**src/rtl/subtractor_seq.sv**
```systemverilog
// Multi-cycle chunked ripple-borrow subtractor: d = a - b - bi, K bits per clock,
// with valid/ready handshakes on the operand and result sides.
module subtractor_seq #(
  parameter int N = 32,
  parameter int K = 8
) (
  input  logic         clk,
  input  logic         rst_n,
  input  logic         in_valid,
  output logic         in_ready,
  input  logic [N-1:0] a,
  input  logic [N-1:0] b,
  input  logic         bi,
  output logic         out_valid,
  input  logic         out_ready,
  output logic [N-1:0] d,
  output logic         bo,
  output logic         ovf
);

  localparam int C  = N / K;
  localparam int CW = (C > 1) ? $clog2(C) : 1;

  typedef enum logic [1:0] {
    S_IDLE,
    S_BUSY,
    S_DONE
  } state_t;

  state_t          r_state;
  state_t          w_state_next;
  logic [CW-1:0]   r_cnt;
  logic            r_borrow;
  logic [N-1:0]    r_a;
  logic [N-1:0]    r_b;
  logic [N-1:0]    r_d;
  logic            r_bo;
  logic            r_ovf;

  logic [K-1:0]    w_a_chunk;
  logic [K-1:0]    w_b_chunk;
  logic [K:0]      w_diff;
  logic            w_t;
  logic [K-1:0]    w_r;
  logic            w_last;

  always_ff @(posedge clk or negedge rst_n) begin
    if (!rst_n) begin
      r_state <= S_IDLE;
    end else begin
      // NOTE: registers take <= so every flop samples pre-edge values, independent of block order.
      r_state <= w_state_next;
    end
  end

  always_comb begin
    // NOTE: every output of this block is defaulted first so no path leaves it unassigned (no latch).
    w_state_next = r_state;
    in_ready     = 1'b0;
    out_valid    = 1'b0;
    unique case (r_state)
      S_IDLE: begin
        in_ready = 1'b1;
        if (in_valid) w_state_next = S_BUSY;
      end
      S_BUSY: begin
        if (w_last) w_state_next = S_DONE;
      end
      S_DONE: begin
        out_valid = 1'b1;
        if (out_ready) w_state_next = S_IDLE;
      end
      default: w_state_next = S_IDLE;
    endcase
  end

  // Chunk currently addressed by the counter; the counter never exceeds C-1.
  always_comb begin
    w_a_chunk = '0;
    w_b_chunk = '0;
    for (int i = 0; i < C; i++) begin
      if (r_cnt == CW'(i)) begin
        w_a_chunk = r_a[i*K +: K];
        w_b_chunk = r_b[i*K +: K];
      end
    end
  end

  assign w_diff = {1'b0, w_a_chunk} - {1'b0, w_b_chunk} - {{K{1'b0}}, r_borrow};
  assign w_t    = w_diff[K];
  assign w_r    = w_diff[K-1:0];
  assign w_last = (r_cnt == CW'(C - 1));

  always_ff @(posedge clk or negedge rst_n) begin
    if (!rst_n) begin
      r_cnt    <= '0;
      r_borrow <= 1'b0;
      r_a      <= '0;
      r_b      <= '0;
      r_d      <= '0;
      r_bo     <= 1'b0;
      r_ovf    <= 1'b0;
    end else begin
      unique case (r_state)
        S_IDLE: begin
          if (in_valid) begin
            r_a      <= a;
            r_b      <= b;
            r_borrow <= bi;
            r_cnt    <= '0;
          end
        end
        S_BUSY: begin
          for (int i = 0; i < C; i++) begin
            if (r_cnt == CW'(i)) r_d[i*K +: K] <= w_r;
          end
          r_borrow <= w_t;
          if (w_last) begin
            r_bo  <= w_t;
            // Overflow only when operand signs differ and the result sign departs from a's.
            r_ovf <= (r_a[N-1] != r_b[N-1]) && (w_r[K-1] != r_a[N-1]);
          end else begin
            r_cnt <= r_cnt + CW'(1);
          end
        end
        default: ;
      endcase
    end
  end

  assign d   = r_d;
  assign bo  = r_bo;
  assign ovf = r_ovf;

endmodule
```
**config.mk**
```make
export PLATFORM = sky130hd
export DESIGN_NAME = subtractor_seq
export DESIGN_NICKNAME = d
export VERILOG_FILES = /design/src/rtl/subtractor_seq.sv
export SDC_FILE = /design/constraint.sdc
export NUM_CORES = 1
export LEC_CHECK = 0
export ABC_CLOCK_PERIOD_IN_PS = 3450
export BUFFER_PORTS_ARGS = -buffer_cell sky130_fd_sc_hd__buf_2
export CAP_MARGIN = 10
export CORE_MARGIN = 4
export CORE_UTILIZATION = 51
export CTS_BUF_LIST = sky130_fd_sc_hd__clkbuf_2 sky130_fd_sc_hd__clkbuf_4 sky130_fd_sc_hd__clkbuf_8
export CTS_CLUSTER_SIZE = 25
export DETAILED_ROUTE_END_ITERATION = 6
export GPL_TIMING_DRIVEN = 0
export PLACE_DENSITY_LB_ADDON = 0.08
export RECOVER_POWER = 25
export SYNTH_ARGS = -nofsm -noshare
export SYNTH_HDL_FRONTEND = slang
export SYNTH_SLANG_ARGS = --single-unit
```
**constraint.sdc**
```tcl
create_clock -name clk -period 3.45 [get_ports clk]
set_input_delay 0.345 -clock clk [delete_from_list [all_inputs] [get_ports clk]]
set_output_delay 0.345 -clock clk [all_outputs]
set_load 0.02 [all_outputs]
```
Yosys cells after proc, flatten, opt, wreduce, memory -nomap -nowiden --
Cells that the tools add are included.
Word-level totals: bits in registers 103, bits in latches 0, memory bits (writable) 0, bits in read-only memories 0, input port bits 69, output and inout bits 36, logic and storage cells 56, memories kept 0
Operators by class: add/sub/neg operators 3, $mul 0, divide/modulo/power cells 0, $lt $le $gt $ge 0, eq/ne operators 11, shifts and indexed selects 0, multiplexer cells 19, bitwise gates (word level) 0, reduce and logical (&&, ||, !) cells 12
Operator list (number):
- $mux 8 | 8
- $reduce_and 2->1 | 6
- $mux 2 | 5
- $sub 8x8->9 | 1
- $sub 9x1->9 | 1
- $ne 2x2->1 const B | 4
- $eq 2x2->1 const B | 3
- $pmux 2 s3 | 1
- $reduce_and 3->1 | 2
- $eq 2x1->1 const B | 2
- $logic_not 2->1 | 2
- $pmux 2 s2 | 1
- $mux 1 | 3
- $add 2x1->2 const B | 1
- $ne 1x1->1 | 2
- $pmux 1 s2 | 1
- $reduce_bool 2->1 | 1
- $logic_and 1x1->1 | 1

Longest topological paths before layout --
Gate-level depths: netlist (run 1).
depth after elaboration 9, gate-level depth with buffers 18, gate-level depth less buffers 16

Worst setup path after synthesis (run 1) --
Ideal clock, no wire load.
path type reg2reg, start register r_cnt[1], end register r_bo, in the netlist bo, setup time 0.135 ns, arrival 3.280 ns, data required time 3.315 ns, setup slack 0.035 ns, cell stages (with the launch flop) 18, buffers on the path 2, period minus slack after synthesis 3.415 ns, cells stage by stage dfrtp_1 inv_1 ha_1 buf_2 clkbuf_1 a22oi_1 nor2_1 a21oi_1 nor2_1 a21oi_1 fa_1 fa_1 nand2b_1 a21oi_1 o21bai_1 a221oi_1 xnor2_1 o21ai_0
Between the ends: longest elaborated chain between the ends 7
RTL lines:
- start, declared | line 32 | logic [CW-1:0] r_cnt;
- start signal, assigned | line 123 | r_cnt <= r_cnt + CW'(1);
- $logic_not 2->1 | line 82 | if (r_cnt == CW'(i)) begin
- $mux 8 (4 in a row) | line 82
- $sub 8x8->9 | line 89 | assign w_diff = {1'b0, w_a_chunk} - {1'b0, w_b_chunk} - {{K{1'b0}}, r_borrow};
- $sub 9x1->9 | line 89
- end signal, assigned | line 119 | r_bo <= w_t;
- end, declared | line 37 | logic r_bo;
Several ways; a longest one is shown, not always the timed one. A chain may end at the register's enable or synchronous reset.

Worst setup path after layout (run 1) --
start register r_cnt[0], end register r_d[30], in the netlist d[30]
Between the ends: longest elaborated chain between the ends 7
RTL lines:
- $logic_not 2->1 | line 82
- $mux 8 (4 in a row) | line 82
- $sub 8x8->9 | line 89
- $sub 9x1->9 | line 89
- end signal, assigned by index | line 115 | if (r_cnt == CW'(i)) r_d[i*K +: K] <= w_r;
- end, declared | line 36 | logic [N-1:0] r_d;
Several ways; a longest one is shown, not always the timed one.

==> summary.md, run 1 <==
| Metric | Value |
|---|---|
| Status | `complete, but fails checks` |
| Violated checks | `max-capacitance violations, max-slew violations` |
| Drc violations | `0` |
| Number of distinct library cells after synthesis | `38` |
| Fin crit share | `0.995` |
| Initial antenna violation count | `0` |
| Syn avg cell area | `between 10 and 15 um^2` |
| Gr usage total | `0.199` |
| Synth Area in Adders | `0.0497` |
| Prevailing post-synth register cell | `dfrtp_1` |
| R2R depth | `17` |
| DPL Wire Length | `approximately 8000 um` |
| Port bufs | `~100` |
| # fillers | `a little over 800` |
| Slew Viols, Final | `32` |
| Share of cells above drive strength 1 | `0.447` |
| H-tree Lvls | `3` |
| DRT iter0 DRCs | `100` |
| CP Launch Type | `register` |
| RSZ-0062 raised after global routing | `yes` |
| First-pass GRT wire length | `17500 um` |
| Antenna Violating Nets Remaining | `0` |
| Kind of critical path | `reg -> reg` |
| Slew @ Worst Pin | `~1700 ps` |
| CTS tree | `done` |
| Row cnt | `35` |
| Routed wire length | `between 10000 and 15000 um` |
| Vias in the first global route | `~3600` |
| Setup violators final | `0` |
| Synthesized flop and latch total | `103` |
| Hold path cells | `2` |
| Ys async rst share | `1.00` |
| ANT cells | `0` |
| Hold Crit Class | `in -> reg` |
| Total vias in the final route | `roughly 3600` |
| # nets final | `between 600 and 700` |
| Starting Density | `0.523` |
| Worst EP arrival | `between 3000 and 4000 ps` |
| Cells after Synth | `~420` |
| Die Area | `approximately 11000 um^2` |
| Pre-Repair DR Iteration Count | `4` |
| Syn Nets | `509` |
| Reg area | `2580 um^2` |
| Synth area leader | `dfrtp_1` |
| Placed inst area | `about 5500 um^2` |
| Reg2reg setup slack | `around 18 ps` |
| Mapped Area | `between 4000 and 5000 um^2` |
| FMAX | `roughly 0.29 GHz` |
| Hold Crit Start | `out_ready` |
| Largest family of logic cells by synthesized area | `multiplexers` |
| Routability cong. | `0.792` |
| Final Hold Viols | `0` |
| Non-filler cells, final | `between 600 and 700` |
| DR vias/cell | `between 5 and 6` |
| Slew HR | `-0.102` |
| Endpoint, Worst Hold | `r_state[1]` |
| Critical Path RT | `between 3000 and 4000 ps` |
| Clock Latency Late Sink | `360 ps` |
| Worst-path fanout max | `7` |
| Largest net degree at the start of global routing | `74` |
| Root buf cell | `clkbuf_8` |
| Top cells by area, synth | `dfrtp_1 53%, mux2_2 17%, ha_1 4.1%` |
| Count leader, synth | `dfrtp_1` |
| Register area share after synthesis | `0.534` |
| Clock sinks | `a little over 100` |
| Synth Area in XOR/XNOR | `0.0142` |
| Top-area cell type share of the netlist area | `0.534` |
| Multi-input gate area | `2240 um^2` |
| R2R Path End | `d[30]` |
| Final clock skew | `approximately 13 ps` |
| I/O pin cnt | `105` |
| Core Region | `9240 um^2` |
| Clock transition at path regs | `100 ps` |
| YS warnings | `0` |
| Worst hold slack | `176 ps` |
| Complex-gate fraction of the synthesized area | `0.118` |
| Layout area overhead | `24.2%` |
| WL/cell | `roughly 16 um` |
| GRT overflow | `0` |
| Commonest cells in the netlist | `103 x dfrtp_1, 71 x mux2_2, 46 x nand2_1, 28 x nor2_1, 28 x o21ai_0` |
| Placed cell count | `between 600 and 700` |
| CTS Buf Count | `9` |
| Die H | `105 um` |
| Post-synthesis mux area share | `0.168` |
| Max_cap viols | `1` |
| Simple-gate share of the synthesized area | `0.0821` |
| Final instance area | `approximately 6000 um^2` |
| Die width | `105 um` |
| Max clock buf depth | `2` |
| Min cycle time layout | `around 3400 ps` |
| Reg2Reg Launch Point | `r_cnt[0]` |
| Worst Setup End Kind | `register` |
| Number of synthesized flops with an enable pin | `0` |
| Crit path from | `r_cnt[0]` |
==> layout make-up <==
type | count | area share
flip-flops and latches | 103 | 0.430
multi-input cells | 280 | 0.373
repair buffers | 119 | 0.106
well taps | 129 | 0.0269
clock buffers | 11 | 0.0242
plain buffers | 23 | 0.0242
inverters | 16 | 0.0100
clock inverters | 5 | 0.00647
==> kinds of logic after synthesis <==
logic type / Yosys count
muxes: 72
AOI/OAI and AO/OA: 93
adders and majority gates: 18
buffers and inverters: 39
DFF: 103
and+or+nand+nor: 90
xor gates and xnor gates: 7
==> cell usage in the layout, fill, tap and decap left out, types with 13 or more instances in the layout <==
| cell | count |
|---|---|
| a21oi_1 | 23 |
| nor2_1 | 27 |
| ha_1 | 13 |
| a22oi_1 | 13 |
| o21ai_0 | 21 |
| inv_1 | 14 |
| buf_2 | 115 |
| o21ai_1 | 14 |
| dfrtp_1 | 103 |
| mux2_2 | 71 |
| nand2_1 | 46 |
==> metrics by stage <==
step	setup slack [ps]	setup TNS, ps	util
floorplan	35.5	0	-
global placement	-627	-7330	0.596
detailed placement	-637	-7140	0.600
CTS	12.5	0	0.636
global route	-162	-1390	0.649
finish	18.3	0	0.649
==> registers in the layout, summed over array words and instances (netlist names) <==
name      count
d            32
r_a          32
r_b          32
r_cnt         2
r_state       2
bo            1
ovf           1
r_borrow      1
==> routing by layer <==
layer	GRT usage	wire length, um	up-vias
met5	0	0	-
met1	0.274	4950	1726
met2	0.327	5310	91
li1	-	-	1722
met4	0.0534	150	0
met3	0.0318	487	17
==> worst max-delay path: stages (launching register included) <==
cell and delay (ps):
dfrtp_1 410, buf_6 130, ha_4 150, buf_6 130
nor2b_4 210, a22oi_2 70, nor2_1 120, a21oi_1 50
nor2_1 180, a21oi_2 60, fa_2 390, fa_2 360
nand2b_4 160, a21oi_4 180, o21bai_4 90, a21oi_2 180
xor2_2 300, o21ai_1 120
==> timing repair <==
action	in CTS	in global routing
hold buffers	1	0
pin swaps	12	22
gates resized for setup	32	20
cloned	0	1
setup buffers	5	7
setup endpoints to repair	23	15
hold endpoints to repair	30	0
==> worst max-delay path by stage <==
| stage | end | slack (ps) | depth (start not counted) |
|---|---|---|---|
| after detailed placement | d[6] | -640 | 17 |
| after global placement | d[22] | -630 | 17 |
| after global routing | d[6] | -160 | 17 |
| after CTS | d[6] | 10 | 16 |
| after floorplan | bo | 40 | 17 |
| final | d[30] | 20 | 17 |
Power of run 1 is not shown: default switching activity piles up to over one toggle a cycle in this logic, so the estimate is an artifact.
==> run 2, diff against run 1 <==
BUFFER_PORTS_ARGS = unset   (was -buffer_cell sky130_fd_sc_hd__buf_2)
CORE_UTILIZATION = 55   (was 51)
DONT_BUFFER_PORTS = 1   (was unset)
SETUP_SLACK_MARGIN = 0.3   (was unset)
==> summary.md, run 2 (same netlist as run 1, synthesis figures left out) <==
| Metric | Value |
|---|---|
| Status | `complete, no violations (was complete, but fails checks)` |
| Vias in the first global route | `3359 (was 3576)` |
| Port bufs | `0 (was 104)` |
| Routability cong. | `0.776 (was 0.792)` |
| Most frequent cells in the layout | `102 x dfrtp_1, 71 x mux2_2, 46 x nand2_1, 26 x nor2_1, 19 x o21ai_0 (was 115 x buf_2, 103 x dfrtp_1, 71 x mux2_2, 46 x nand2_1, 27 x nor2_1)` |
| ANT cells | `0 (unchanged)` |
| R2R Path End | `r_borrow (was d[30])` |
| Slew @ Worst Pin | `494 ps (was 1650 ps)` |
| Gr usage total | `0.214 (was 0.199)` |
| Routed wire length | `10500 um (was 10900 um)` |
| Die width | `102 um (was 105 um)` |
| Worst Setup End Kind | `register (unchanged)` |
| CP max stage cell | `dfrtp_1 (unchanged)` |
| Final clock skew | `12.3 ps (was 12.9 ps)` |
| Reg2Reg Launch Point | `r_cnt[1] (was r_cnt[0])` |
| Largest net degree at the start of global routing | `104 (was 74)` |
| Hold Crit Class | `in -> reg (unchanged)` |
| Slew Viols, Final | `0 (was 32)` |
| Clock transition at path regs | `100 ps (about the same)` |
| Most common cell after layout, fill and taps aside | `dfrtp_1 (was buf_2)` |
| Hold Crit Start | `out_ready (unchanged)` |
| Crit-path max cell delay | `420 ps (was 410 ps)` |
| Hold path cells | `1 (was 2)` |
| Root buf cell | `clkbuf_8 (unchanged)` |
| RSZ-0062 raised after global routing | `yes (unchanged)` |
| Antenna Violating Nets Remaining | `0 (unchanged)` |
| Final Hold Viols | `0 (unchanged)` |
| Worst-path fanout max | `10 (was 7)` |
| # nets final | `538 (was 639)` |
| Pre-Repair DR Iteration Count | `4 (unchanged)` |
| # fillers | `647 (was 809)` |
| Setup TNS Final | `0 ps (unchanged)` |
| Worst EP arrival | `3470 ps (was 3670 ps)` |
| Reg2reg setup slack | `210 ps (was 20 ps)` |
| DR vias/cell | `5.70 (was 5.18)` |
| CTS Buf Count | `9 (unchanged)` |
| Placed inst area | `4990 um^2 (was 5540 um^2)` |
| Row cnt | `33 (was 35)` |
| Die Area | `10300 um^2 (was 11100 um^2)` |
| I/O pin cnt | `105 (unchanged)` |
| FMAX | `0.309 GHz (was 0.291 GHz)` |
| Layout area overhead | `15.9% (was 24.2%)` |
| Setup violators final | `0 (unchanged)` |
| CP Launch Type | `register (unchanged)` |
| R2R depth | `16 (was 17)` |
| Core Region | `8380 um^2 (was 9240 um^2)` |
| Endpoint, Worst Hold | `r_state[1] (unchanged)` |
| DPL Wire Length | `7440 um (was 7870 um)` |
| Fin crit share | `0.939 (was 0.995)` |
| Final instance area | `5600 um^2 (was 6000 um^2)` |
| Clock Latency Late Sink | `360 ps (about the same)` |
| Min cycle time layout | `3240 ps (was 3430 ps)` |
| Max_cap viols | `0 (was 1)` |
| DRT iter0 DRCs | `86 (was 100)` |
| CTS tree | `done (unchanged)` |
| Slew HR | `0.670 (was -0.102)` |
| GRT overflow | `0 (unchanged)` |
| Clock sinks | `103 (unchanged)` |
| WL/cell | `18.8 um (was 15.9 um)` |
| Max clock buf depth | `2 (unchanged)` |
| Kind of critical path | `reg -> reg (unchanged)` |
| H-tree Lvls | `3 (unchanged)` |
| Drc violations | `0 (unchanged)` |
| CP Cell Sequence | `buf_4 > ha_1 > buf_6 > buf_8 > nor2_2 > a21oi_1 > nor2_1 > a21oi_2 > fa_2 > fa_2 > nand2b_4 > a21oi_4 > o21bai_4 > a221oi_2 > xnor2_1 > a21oi_1 (was buf_6 > ha_4 > buf_6 > nor2b_4 > a22oi_2 > nor2_1 > a21oi_1 > nor2_1 > a21oi_2 > fa_2 > fa_2 > nand2b_4 > a21oi_4 > o21bai_4 > a21oi_2 > xor2_2 > o21ai_1)` |
| Starting Density | `0.576 (was 0.523)` |
| Critical Path RT | `3680 ps (was 3690 ps)` |
| Share of cells above drive strength 1 | `0.373 (was 0.447)` |
| Total vias in the final route | `3200 (was 3556)` |
| Initial antenna violation count | `1 (was 0)` |
| Die H | `102 um (was 105 um)` |
| First-pass GRT wire length | `16800 um (was 17500 um)` |
-- run 2: layer usage --
layer  global-route usage  up-vias  part of all wire
met5                    0        -           0.00076
met4               0.0818        2             0.019
met3               0.0696       18             0.080
met2                0.348       87              0.48
met1                0.266     1578              0.42
li1                     -     1515                 -
-- run 2: worst max-delay path by stage --
| stage | startpoint | endpoint | slack (ps) | cells past startpoint |
|---|---|---|---|---|
| after detailed placement | r_cnt[1] | d[22] | -330 | 17 |
| after global routing | r_cnt[1] | d[31] | 8 | 18 |
| final | r_cnt[1] | r_borrow | 210 | 16 |
| after floorplan | r_cnt[0] | d[14] | 310 | 16 |
| after CTS | r_cnt[1] | d[30] | 130 | 17 |
| after global placement | r_cnt[1] | d[22] | -290 | 17 |
-- run 2: layout make-up --
cell class              instances  area, um^2  area share
plain buffers                  23         165      0.0295
clock buffers                  11         139      0.0248
clock inverters                 5        58.8      0.0105
inverters                      16        60.1      0.0107
multi-input cells             280        2300       0.411
flip-flops and latches        103        2580       0.461
well taps                     105         131      0.0235
repair buffers                 18         161      0.0288
-- run 2: stage by stage --
stage          setup WS, ps  utilization  hold WS (ps)  instances
2_1_floorplan           305            -          49.4        422
3_3_place_gp           -291        0.595          53.0        527
3_5_place_dp           -328        0.595          52.6        527
4_1_cts                 126        0.650          77.3        557
5_1_grt                7.69        0.668          86.5        561
6_report                211        0.668          83.2        561
-- run 2: critical path, delay by kind of cell, from the launching register on --
kind            cells  cell delay [ps]
compound gates      6              730
xor+xnor            1              190
fa+ha+maj           3              950
buf+inv             3              410
flops               1              420
simple gates        3              390
-- run 2: timing repair --
item | 4_1_cts | 5_1_grt
setup endpoints to repair | 23 | 25
pin swaps | 15 | 17
buffers inserted | 12 | 4
gates resized for setup | 35 | 39
endpoints found under the hold margin | 103 | 0
hold buffers | 2 | 0
Power of run 2 is left out for the same reason.
==> run 3, diff against run 2 <==
SETUP_SLACK_MARGIN = 0.05   (was 0.3)
==> summary.md, run 3 (same netlist as run 1, synthesis figures left out) <==
| Metric | Value |
|---|---|
| Most common cell after layout, fill and taps aside | `dfrtp_1 (unchanged)` |
| Clock sinks | `103 (unchanged)` |
| Status | `complete, but fails checks (was complete, no violations)` |
| GRT overflow | `0 (unchanged)` |
| Final instance area | `5440 um^2 (was 5600 um^2)` |
| Gr usage total | `0.222 (was 0.214)` |
| Non-filler cells, final | `557 (was 561)` |
| Drc violations | `0 (unchanged)` |
| WL/cell | `19.6 um (was 18.8 um)` |
| DPL Wire Length | `7660 um (was 7440 um)` |
| Violated checks | `max-capacitance violations, max-slew violations` |
| Clock Latency Late Sink | `370 ps (was 360 ps)` |
| Routed wire length | `10900 um (was 10500 um)` |
| Clock transition at path regs | `90 ps (was 100 ps)` |
| Kind of critical path | `reg -> reg (unchanged)` |
| Max_cap viols | `1 (was 0)` |
| Antenna Violating Nets Remaining | `0 (unchanged)` |
| Layout area overhead | `12.6% (was 15.9%)` |
| R2R depth | `15 (was 16)` |
| Worst Setup End Kind | `register (unchanged)` |
| Placed inst area | `4960 um^2 (was 4990 um^2)` |
| Most frequent cells in the layout | `103 x dfrtp_1, 71 x mux2_2, 46 x nand2_1, 26 x nor2_1 (was 102 x dfrtp_1, 71 x mux2_2, 46 x nand2_1, 26 x nor2_1, 19 x o21ai_0)` |
| Slew HR | `-0.647 (was 0.670)` |
| # nets final | `534 (was 538)` |
| Pre-Repair DR Iteration Count | `4 (unchanged)` |
| CP Launch Type | `register (unchanged)` |
| Placed cell count | `527 (unchanged)` |
| I/O pin cnt | `105 (unchanged)` |
| DR vias/cell | `5.65 (was 5.70)` |
| Port bufs | `0 (unchanged)` |
| Min cycle time layout | `3290 ps (was 3240 ps)` |
| Core Region | `8380 um^2 (unchanged)` |
| Hold path cells | `1 (unchanged)` |
| Fin crit share | `0.954 (was 0.939)` |
| Setup violators final | `0 (unchanged)` |
| Final WS setup | `158 ps (was 211 ps)` |
| ANT cells | `0 (unchanged)` |
| Routability cong. | `0.794 (was 0.776)` |
| Row cnt | `33 (unchanged)` |
| Vias in the first global route | `3449 (was 3359)` |
| Starting Density | `0.576 (unchanged)` |
| CTS tree | `done (unchanged)` |
| Initial antenna violation count | `1 (unchanged)` |
| Slew Viols, Final | `104 (was 0)` |
| Worst-path fanout max | `4 (was 10)` |
| CTS Buf Count | `9 (unchanged)` |
| Pre-CTS setup slack | `-687 ps (was -328 ps)` |
| Total vias in the final route | `3147 (was 3200)` |
| H-tree Lvls | `3 (unchanged)` |
| Largest net degree at the start of global routing | `104 (unchanged)` |
| Slew @ Worst Pin | `2470 ps (was 494 ps)` |
| Final Hold Viols | `0 (unchanged)` |
| Critical Path RT | `3690 ps (was 3680 ps)` |
| Die Area | `10300 um^2 (unchanged)` |
| Die H | `102 um (unchanged)` |
| Root buf cell | `clkbuf_8 (unchanged)` |
| DRT iter0 DRCs | `103 (was 86)` |
| RSZ-0062 raised after global routing | `yes (unchanged)` |
| Share of cells above drive strength 1 | `0.330 (was 0.373)` |
| Final clock skew | `16.6 ps (was 12.3 ps)` |
| Worst EP arrival | `3530 ps (was 3470 ps)` |
| Hold Crit Class | `in -> reg (unchanged)` |
| First-pass GRT wire length | `17600 um (was 16800 um)` |
| FMAX | `0.304 GHz (was 0.309 GHz)` |
| Max clock buf depth | `2 (unchanged)` |
| Die width | `102 um (unchanged)` |
run 3: cell count changes in the layout (fill, tap and decap cells not counted), moves of 3 or more:
cell / before / now
a22oi_1: 10 / 13
ha_4: 5 / 2
a21oi_1: 17 / 23
a22oi_2: 5 / 2
o21ai_0: 19 / 23
o21ai_1: 16 / 12
a21oi_2: 9 / 3
run 3: repair_timing:
item                       4_1_cts  5_1_grt
pin swaps                       13       14
hold endpoints to repair       103        0
hold buffers                     2        0
setup buffers                    9        5
setup endpoints to repair       30       19
resized for setup               38       25
run 3: worst max-delay path, stage by stage (launching register included):
cell	delay [ps]
dfrtp_1	410
buf_6	130
ha_4	180
clkbuf_16	150
a22oi_2	200
nor2_2	60
a21oi_2	120
o21ai_2	80
fa_2	420
fa_2	370
nand2b_4	160
a21oi_4	180
o21bai_4	90
a21oi_2	190
xor2_2	280
o21ai_1	130
run 3: path summary, 6_finish.rpt:
check	from	to	slack [ps]
hold reg to reg	r_a[20]	r_a[20]	520
max in group asynchronous	rst_n	r_b[29]	660
setup reg to reg	r_cnt[0]	d[14]	160
setup / recovery	r_cnt[0]	d[14]	160
min in group asynchronous	rst_n	r_a[23]	1360
hold / removal	out_ready	r_state[1]	90
run 3: cell type report:
| class | count | area (um^2) |
|---|---|---|
| Fill cell | 695 | 2950 |
| Sequential cell | 103 | 2580 |
| Multi-Input combinational cell | 280 | 2210 |
| Buffer | 21 | 145 |
| Timing Repair Buffer | 16 | 134 |
| Clock buffer | 10 | 131 |
| Tap cell | 105 | 131 |
| Inverter | 16 | 60.1 |
| Clock inverter | 6 | 51.3 |
run 3: per-stage QoR:
| stage | hold WS [ps] | util | setup TNS, ps |
|---|---|---|---|
| 2_1_floorplan | 49.4 | - | 0 |
| 4_1_cts | 78.8 | 0.644 | 0 |
| 6_report | 89.8 | 0.649 | 0 |
| 5_1_grt | 90.4 | 0.649 | 0 |
| 3_5_place_dp | 52.5 | 0.592 | -7500 |
| 3_3_place_gp | 52.7 | 0.592 | -6840 |
run 3: routing by layer:
metal / global-route usage / part of all wire
met5: 0 / 0.0012
met4: 0.0573 / 0.011
met2: 0.367 / 0.49
met3: 0.0833 / 0.080
met1: 0.277 / 0.41
Power of run 3 is left out for the same reason.
